**config.mk**
```make
export PLATFORM = sky130hd
export DESIGN_NAME = pipelined_cla_addsub
export DESIGN_NICKNAME = d
export VERILOG_FILES = /design/src/rtl/pipelined_cla_addsub.sv
export SDC_FILE = /design/constraint.sdc
export NUM_CORES = 1
export LEC_CHECK = 0
export BUFFER_PORTS_ARGS = -buffer_cell sky130_fd_sc_hd__buf_2
export CORE_MARGIN = 4
export CORE_UTILIZATION = 35
export CTS_BUF_LIST = sky130_fd_sc_hd__clkbuf_8
export DETAILED_ROUTE_END_ITERATION = 6
export SETUP_SLACK_MARGIN = 0.1
export SYNTH_ARGS = -nofsm -noshare
export SYNTH_HDL_FRONTEND = slang
export SYNTH_SLANG_ARGS = --single-unit
```
**constraint.sdc**
```tcl
create_clock -name clk -period 3.25 [get_ports clk]
set_clock_uncertainty 0.2 [all_clocks]
set_input_delay 0.65 -clock clk [delete_from_list [all_inputs] [get_ports clk]]
set_output_delay 0.65 -clock clk [all_outputs]
set_load 0.05 [all_outputs]
```
**src/rtl/pipelined_cla_addsub.sv**
```systemverilog
// pipelined_cla_addsub: two-stage pipelined carry-lookahead adder/subtractor
// with valid/ready handshaking on both sides.
// Stage 1 conditions B and forms per-bit and per-group generate/propagate.
// Stage 2 resolves the group carries by lookahead, ripples inside each group,
// and registers SUM and the Cout/V/Z/N flags.
// Optional feature: define CLA_SATURATE_EN to add the SAT input, which clamps
// SUM to the most positive/negative value on signed overflow.
module pipelined_cla_addsub #(
  parameter int WIDTH = 16,
  parameter int GROUP = 4
) (
  input  logic             clk,
  input  logic             rst,
  input  logic             in_valid,
  output logic             in_ready,
  input  logic [WIDTH-1:0] A,
  input  logic [WIDTH-1:0] B,
  input  logic             SUB,
`ifdef CLA_SATURATE_EN
  input  logic             SAT,
`endif
  output logic             out_valid,
  input  logic             out_ready,
  output logic [WIDTH-1:0] SUM,
  output logic             Cout,
  output logic             V,
  output logic             Z,
  output logic             N
);

  localparam int NG  = WIDTH / GROUP;
  localparam int MSB = WIDTH - 1;

  // stage 1 state
  logic             s1_valid_q, s1_valid_d;
  logic [WIDTH-1:0] s1_a_q, s1_a_d;
  logic [WIDTH-1:0] s1_b_q, s1_b_d;
  logic [WIDTH-1:0] s1_p_q, s1_p_d;
  logic [WIDTH-1:0] s1_g_q, s1_g_d;
  logic [NG-1:0]    s1_gg_q, s1_gg_d;
  logic [NG-1:0]    s1_gp_q, s1_gp_d;
  logic             s1_sub_q, s1_sub_d;
  logic             s1_sat_q, s1_sat_d;

  // stage 2 state (drives the outputs directly)
  logic             s2_valid_q, s2_valid_d;
  logic [WIDTH-1:0] sum_q, sum_d;
  logic             cout_q, cout_d;
  logic             v_q, v_d;
  logic             z_q, z_d;
  logic             n_q, n_d;

  // stage 1 combinational datapath
  logic [WIDTH-1:0] b_cond, p_bit, g_bit;
  logic [NG-1:0]    grp_g, grp_p;
  logic             s1_sat_in;

  // stage 2 combinational datapath
  logic [NG:0]      grp_c;
  logic [WIDTH-1:0] c_bit;
  logic [WIDTH-1:0] sum_raw, sum_n;
  logic             v_n;
  logic             la_acc, la_prod;

  // handshake
  logic s1_advance;

  // operand bits only partly consumed downstream, gathered so lint sees them used
  logic unused_bits;
  assign unused_bits = ^{s1_a_q[MSB-1:0], s1_b_q[MSB-1:0], s1_g_q};

  assign s1_advance = !s2_valid_q || out_ready;
  assign in_ready   = !s1_valid_q || s1_advance;

  assign out_valid = s2_valid_q;
  assign SUM       = sum_q;
  assign Cout      = cout_q;
  assign V         = v_q;
  assign Z         = z_q;
  assign N         = n_q;

`ifdef CLA_SATURATE_EN
  assign s1_sat_in = SAT;
`else
  assign s1_sat_in = 1'b0;
`endif

  // condition B for subtraction and build per-bit / per-group generate-propagate
  always_comb begin
    b_cond = B ^ {WIDTH{SUB}};
    p_bit  = A ^ b_cond;
    g_bit  = A & b_cond;
    grp_g  = '0;
    grp_p  = '0;
    for (int i = 0; i < NG; i++) begin
      grp_g[i] = 1'b0;
      grp_p[i] = 1'b1;
      for (int k = 0; k < GROUP; k++) begin
        grp_g[i] = g_bit[i*GROUP+k] | (p_bit[i*GROUP+k] & grp_g[i]);
        grp_p[i] = grp_p[i] & p_bit[i*GROUP+k];
      end
    end
  end

  // stage 1 loads whenever the block is ready, holds otherwise
  always_comb begin
    s1_valid_d = s1_valid_q;
    s1_a_d     = s1_a_q;
    s1_b_d     = s1_b_q;
    s1_p_d     = s1_p_q;
    s1_g_d     = s1_g_q;
    s1_gg_d    = s1_gg_q;
    s1_gp_d    = s1_gp_q;
    s1_sub_d   = s1_sub_q;
    s1_sat_d   = s1_sat_q;
    if (in_ready) begin
      s1_valid_d = in_valid;
      if (in_valid) begin
        s1_a_d   = A;
        s1_b_d   = b_cond;
        s1_p_d   = p_bit;
        s1_g_d   = g_bit;
        s1_gg_d  = grp_g;
        s1_gp_d  = grp_p;
        s1_sub_d = SUB;
        s1_sat_d = s1_sat_in;
      end
    end
  end

  // stage 1 registers
  always_ff @(posedge clk or posedge rst) begin
    if (rst) begin
      s1_valid_q <= 1'b0;
      s1_a_q     <= '0;
      s1_b_q     <= '0;
      s1_p_q     <= '0;
      s1_g_q     <= '0;
      s1_gg_q    <= '0;
      s1_gp_q    <= '0;
      s1_sub_q   <= 1'b0;
      s1_sat_q   <= 1'b0;
    end else begin
      s1_valid_q <= s1_valid_d;
      s1_a_q     <= s1_a_d;
      s1_b_q     <= s1_b_d;
      s1_p_q     <= s1_p_d;
      s1_g_q     <= s1_g_d;
      s1_gg_q    <= s1_gg_d;
      s1_gp_q    <= s1_gp_d;
      s1_sub_q   <= s1_sub_d;
      s1_sat_q   <= s1_sat_d;
    end
  end

  // flat lookahead over group G/P, then ripple inside each group, then flags
  always_comb begin
    grp_c    = '0;
    c_bit    = '0;
    la_acc   = 1'b0;
    la_prod  = 1'b0;
    grp_c[0] = s1_sub_q;
    for (int i = 0; i < NG; i++) begin
      la_acc  = s1_gg_q[i];
      la_prod = s1_gp_q[i];
      for (int j = i - 1; j >= 0; j--) begin
        la_acc  = la_acc | (la_prod & s1_gg_q[j]);
        la_prod = la_prod & s1_gp_q[j];
      end
      grp_c[i+1] = la_acc | (la_prod & s1_sub_q);
    end
    for (int i = 0; i < NG; i++) begin
      for (int k = 0; k < GROUP; k++) begin
        if (k == 0) begin
          c_bit[i*GROUP] = grp_c[i];
        end else begin
          c_bit[i*GROUP+k] = s1_g_q[i*GROUP+k-1] |
                             (s1_p_q[i*GROUP+k-1] & c_bit[i*GROUP+k-1]);
        end
      end
    end
    sum_raw = s1_p_q ^ c_bit;
    v_n     = (s1_a_q[MSB] == s1_b_q[MSB]) && (sum_raw[MSB] != s1_a_q[MSB]);
    sum_n   = sum_raw;
    if (s1_sat_q && v_n) begin
      sum_n = s1_a_q[MSB] ? {1'b1, {(WIDTH-1){1'b0}}} : {1'b0, {(WIDTH-1){1'b1}}};
    end
  end

  // stage 2 takes stage 1 when empty or being consumed, holds during a stall
  always_comb begin
    s2_valid_d = s2_valid_q;
    sum_d      = sum_q;
    cout_d     = cout_q;
    v_d        = v_q;
    z_d        = z_q;
    n_d        = n_q;
    if (s1_advance) begin
      s2_valid_d = s1_valid_q;
      if (s1_valid_q) begin
        sum_d  = sum_n;
        cout_d = grp_c[NG];
        v_d    = v_n;
        z_d    = (sum_n == '0);
        n_d    = sum_n[MSB];
      end
    end
  end

  // stage 2 / output registers
  always_ff @(posedge clk or posedge rst) begin
    if (rst) begin
      s2_valid_q <= 1'b0;
      sum_q      <= '0;
      cout_q     <= 1'b0;
      v_q        <= 1'b0;
      z_q        <= 1'b0;
      n_q        <= 1'b0;
    end else begin
      s2_valid_q <= s2_valid_d;
      sum_q      <= sum_d;
      cout_q     <= cout_d;
      v_q        <= v_d;
      z_q        <= z_d;
      n_q        <= n_d;
    end
  end

endmodule

```
==> results.json, run 1 <==
{
  "root_buffer": "clkbuf_8",
  "grt_pass1_vias": 2147,
  "dp_worst_setup_slack_ns": 0.151,
  "top_layer": "met4",
  "synth.distinct_cells": 27,
  "cts.sinks": 60,
  "ir_drop_v": 0.000365,
  "synth-seq-cells": 60,
  "fin_total_pwr_mw": 2.92,
  "worst_slack_ns": 0.251,
  "fin_tns_setup_ns": 0,
  "syn_inst": 235,
  "rsz0062_at_grt": "no",
  "relSlewSlack_pct": 64.1,
  "syn_area_per_cell_um2": 13.0,
  "avgRoutedWirePerCell_um": 15.3,
  "dieArea_mm2": 0.0103,
  "crit_path_end_kind": "register",
  "drc": 0,
  "cts_tree": "built",
  "drt_wl_total_um": 6290,
  "cap_violations": 0,
  "core-area_mm2": 0.00834,
  "drtPass1Iterations": 2,
  "syn_nets": 300,
  "ios": 59,
  "fin_cells": 410,
  "diodes": 0,
  "ys_seq_area_share_pct": 49.1,
  "htreeDepth": 3,
  "gr-total-overflow": 0,
  "final_common_cell": "dfrtp_1",
  "critPathArrivalTime_ns": 3.07,
  "wl_met2_um": 2960,
  "fin_crit_ns": 3.00,
  "power_density_mw_per_mm2": 797,
  "start_util_pct": 36.6,
  "drt_iter0_drc": 45,
  "yosys.area.top_type": "dfrtp_1",
  "p_leak_nw": 1.81,
  "crit_type": "reg2reg",
  "slew_violations": 0,
  "yosys.area.top_type_share_pct": 49.1,
  "port_buffers": 58,
  "dp_hpwl_um": 4790,
  "tightest_slew_ns": 0.539,
  "groute.usage.overall_pct": 13.5,
  "cts_made_buffers": 9,
  "antenna_found_initial": 0,
  "routed-wl-met3_um": 241,
  "vias_per_cell": 4.77,
  "hold_buffers": 0,
  "cp.required_ns": 3.32,
  "ant_nets": 0,
  "num_vias": 1957,
  "ys_warn_count": 0,
  "die_height_um": 101,
  "area_delta_synth_final_pct": 19.7,
  "drive_above_1_share_pct": 45.6,
  "clk_pin_slew_ns": 0.07,
  "num_rows": 33,
  "worstRegToRegCells": 12,
  "hold_path.class": "in2async",
  "grt_max_degree": 48,
  "nNetsFinal": 365,
  "die_w_um": 101,
  "syn_area_mm2": 0.00306,
  "setup_viol": 0,
  "max_clock_freq_ghz": 0.333,
  "cp_max_fo": 3,
  "min_period_over_period_pct": 92.3,
  "gp_congestion": 0.790,
  "status": "complete, no violations",
  "mostFrequentLayoutCells": "dfrtp_1 (60), buf_2 (58), mux2_2 (46)",
  "insertion_delay_ns": 0.33,
  "grt_pass1_wl_um": 10600,
  "worstSetupStartpointType": "register",
  "clockBufferDepth": 2,
  "timing.final.hold_violations": 0,
  "place_inst": 393,
  "wl_met1_um": 2990,
  "synth.area.top_cells": "dfrtp_1 (49%), mux2_2 (17%), ha_1 (11%), xor2_1 (4.6%), a21o_1 (2.7%)"
}
==> Yosys cell counts <==
master     number
o21ai_0         9
nor2_1          6
a2111oi_4       1
a21oi_1         5
nand3b_2        1
ha_1           28
xnor2_1         4
or2_2           8
nor4_1          4
nand3_1         1
and2_1          1
nand2b_1        3
nand2_1        11
mux2i_1         1
buf_8           1
nor3_1          2
buf_2           3
dfrtp_1        60
nand4_1         4
mux2_2         46
buf_4           4
inv_1           1
a22o_1          1
xor2_1         16
buf_6           2
mux2_1          1
a21o_1         11
==> per-stage QoR <==
| step | util [%] | area, um^2 | hold slack (ns) |
|---|---|---|---|
| global route | 43.9 | 3660 | 0.156 |
| finish | 43.9 | 3660 | 0.125 |
| floorplan | - | 3060 | 0.251 |
| CTS | 43.6 | 3640 | 0.126 |
| global placement | 41.2 | 3430 | 0.273 |
| detailed placement | 41.2 | 3430 | 0.277 |
==> kinds of logic (layout without fill, tap and decap cells) <==
group	after synthesis	after routing	synth area share, %
compound gates	27	27	6.18
xor+xnor	20	20	5.73
fa+ha+maj	28	28	11.5
buf+inv	11	81	2.82
flops	60	60	49.1
mux	48	48	17.6
simple gates	41	41	7.04
==> layout make-up <==
class / count / area (um^2)
clock buffer: 11 / 151
clock inverter: 5 / 51.3
fill: 795 / 4680
inverter: 1 / 3.75
multi-input combinational: 164 / 1490
sequential: 60 / 1500
tap: 105 / 131
timing repair buffer: 64 / 335
==> final timing paths <==
| check | startpoint | slack (ns) | endpoint |
|---|---|---|---|
| setup / recovery | s1_sub_q | 0.25 | Z |
| hold / removal | rst | 0.13 | SUM[2] |
| setup reg to reg | s1_sub_q | 0.25 | Z |
| hold reg to reg | s1_gp_q[0] | 0.29 | s1_gp_q[0] |
| max in group asynchronous | rst | 2.07 | s1_gg_q[3] |
| min in group clk | s1_gp_q[0] | 0.29 | s1_gp_q[0] |
==> metal layers <==
metal	vias to the layer above	global-route usage, %
met2	34	20.6
li1	967	-
met4	0	6.03
met3	8	2.89
met1	948	18.4
met5	-	0
==> state kept, by name, summed over array words and instances, names as in the netlist, 4 cells and up <==
| name | count |
|---|---|
| SUM | 16 |
| s1_p_q | 16 |
| s1_g_q | 12 |
| s1_gg_q | 4 |
| s1_gp_q | 4 |
==> critical path, cell delays in order (launching register included) <==
cell	delay, ns
dfrtp_1	0.40
a21o_1	0.20
a21o_1	0.19
a21o_1	0.19
ha_1	0.17
or2_2	0.27
ha_1	0.17
or2_2	0.27
ha_1	0.30
nor4_2	0.26
nand3_1	0.09
nor2_1	0.10
a22o_1	0.12
==> timing repair <==
action | CTS | global route
gates resized for setup | 0 | 3
buffers inserted | 0 | 1
endpoints found under the setup margin | 0 | 2
==> where the power goes <==
part	internal [mW]	total, mW	switching [mW]
logic	0.415	1.17	0.753
clock network	0.390	0.674	0.284
registers	0.952	1.07	0.122
(Power assumes the default switching activity.)
==> run 2: changes to the inputs <==
- CORE_ASPECT_RATIO: default -> 1.1
==> run 2 against run 1 <==
Critical path depth unchanged. Wire length up 2.3%. Sequential share of layout area down 0.24 points. Die area about the same. Clock power up 7.7%. Register-to-register slack about the same. Worst hold slack better by 0.019 ns. Count of clock-buffer cells in the layout down 2. Worst setup slack better by 0.0075 ns.
==> results.json, run 2 (same netlist as run 1, synthesis figures left out) <==
{
  "area_delta_synth_final_pct": 20.4,
  "tightest_slew_ns": 0.531,
  "cp_slowest_cell": "dfrtp_1",
  "clk_pin_slew_ns": 0.07,
  "cts_setup_buffers": 0,
  "fin_total_pwr_mw": 2.96,
  "diodes": 0,
  "grt_max_degree": 48,
  "power_density_mw_per_mm2": 805,
  "fin_area_mm2": 0.00368,
  "avgRoutedWirePerCell_um": 15.5,
  "fin_util_pct": 43.6,
  "r2r_slack_ns": 0.26,
  "core-area_mm2": 0.00845,
  "cts.sinks": 60,
  "insertion_delay_ns": 0.33,
  "cap_violations": 0,
  "combPwrFrac_pct": 39.5,
  "crit_path_end_kind": "register",
  "nNetsFinal": 365,
  "cts_made_buffers": 9,
  "status": "complete, no violations",
  "critPathTopFamily": "compound AO/OA/AOI/OAI gates",
  "cp.required_ns": 3.26,
  "hold_path.class": "in2async",
  "relSlewSlack_pct": 64.5,
  "pwr-share-seq_pct": 36.0,
  "root_buffer": "clkbuf_8",
  "die_height_um": 106,
  "placed_area_mm2": 0.00345,
  "clockBufferDepth": 2,
  "drt_wl_total_um": 6430,
  "dp_worst_setup_slack_ns": 0.116,
  "fin_tns_setup_ns": 0,
  "ant_nets": 0,
  "worstSetupStartpointType": "register",
  "port_buffers": 58,
  "timing.final.hold_violations": 0,
  "crit_buf_inv": 0,
  "cpPeakStageDelay_ns": 0.40,
  "dp_hpwl_um": 4950,
  "drtPass1Iterations": 3,
  "clkPwrFrac_pct": 24.5,
  "worstRegToRegCells": 12,
  "num_rows": 35,
  "switching_share_pct": 39.5,
  "seq_area_mm2": 0.00150,
  "drive_above_1_share_pct": 45.6,
  "cts_tree": "built",
  "htreeDepth": 3,
  "place_inst": 400,
  "p_switching_mw": 1.17,
  "slew_violations": 0,
  "final_common_cell": "dfrtp_1",
  "mostFrequentLayoutCells": "dfrtp_1 (60), buf_2 (58), mux2_2 (46)",
  "rsz0062_at_grt": "no",
  "fin_crit_ns": 2.99,
  "critPathArrivalTime_ns": 3.00,
  "crit_type": "reg2reg",
  "fin_cells": 416,
  "grt_pass1_wl_um": 10600,
  "antenna_found_initial": 0,
  "gp_congestion": 0.742,
  "max_clock_freq_ghz": 0.334,
  "gr-total-overflow": 0,
  "vias_per_cell": 4.75,
  "ios": 59,
  "grt_pass1_vias": 2137,
  "whs_ns": 0.145,
  "worst_slack_ns": 0.259,
  "num_vias": 1978,
  "die_w_um": 97.1,
  "groute.usage.overall_pct": 13.0,
  "dieArea_mm2": 0.0103,
  "multi_input_area_mm2": 0.00149,
  "start_util_pct": 36.2,
  "min_period_over_period_pct": 92.0,
  "drc": 0,
  "crit_cells": 12,
  "p_leak_nw": 1.81,
  "cp_max_fo": 3,
  "ir_drop_v": 0.000411,
  "setup_viol": 0,
  "drt_iter0_drc": 37,
  "nFillCells": 812,
  "path_cells": "a21o_1, a21o_1, a21o_1, ha_1, or2_2, ha_1, or2_2, ha_1, nor2_2, xnor2_2, mux2i_1, o21ai_0",
  "internal_power_mw": 1.79
}
==> run 2: cell types whose count changed in the layout (fill, tap and decap cells not counted), sizes merged <==
cell / delta
clkinvlp: +1
bufinv: +1
clkbuf: -2
==> run 2: routing by layer <==
metal / GRT usage [%] / vias to the layer above / share of wire (%) / wire [um]
met5: 0 / - / 0 / 0
met4: 4.21 / 0 / 1.0 / 65
met3: 3.54 / 6 / 4.3 / 278
met2: 21.3 / 42 / 49 / 3160
met1: 16.6 / 961 / 45 / 2920
li1: - / 969 / - / -
==> run 2: path summary, 6_finish.rpt <==
kind | from | to
max in group asynchronous | rst | s1_gp_q[3]
worst min register to register | s1_gp_q[3] | s1_gp_q[3]
worst max-delay path | s1_sub_q | V
min in group clk | s1_gp_q[3] | s1_gp_q[3]
worst max register to register | s1_sub_q | V
worst min-delay path | rst | SUM[5]
==> run 2: cell type report <==
| class | count | area share, % |
|---|---|---|
| clock buffers | 9 | 3.37 |
| clock inverters | 7 | 2.52 |
| inverters | 1 | 0.102 |
| multi-input cells | 164 | 40.3 |
| flip-flops and latches | 60 | 40.8 |
| well taps | 111 | 3.77 |
| repair buffers | 64 | 9.11 |
==> run 2: repair_timing <==
action                                  in CTS  in global routing
endpoints found under the setup margin       1                  2
hold buffers                                 0                  0
endpoints found under the hold margin        0                  0
pin swaps                                    0                  1
resized for setup                            1                  2
==> run 2: power groups by stage <==
stage | clock [mW] | combinational [mW] | sequential [mW]
finish | 0.726 | 1.17 | 1.07
global route | 0.780 | 1.26 | 1.09
CTS | 0.750 | 1.19 | 1.07
detailed placement | 0 | 1.17 | 1.08
global placement | 0 | 1.17 | 1.08
floorplan | 0 | 0.493 | 1.45
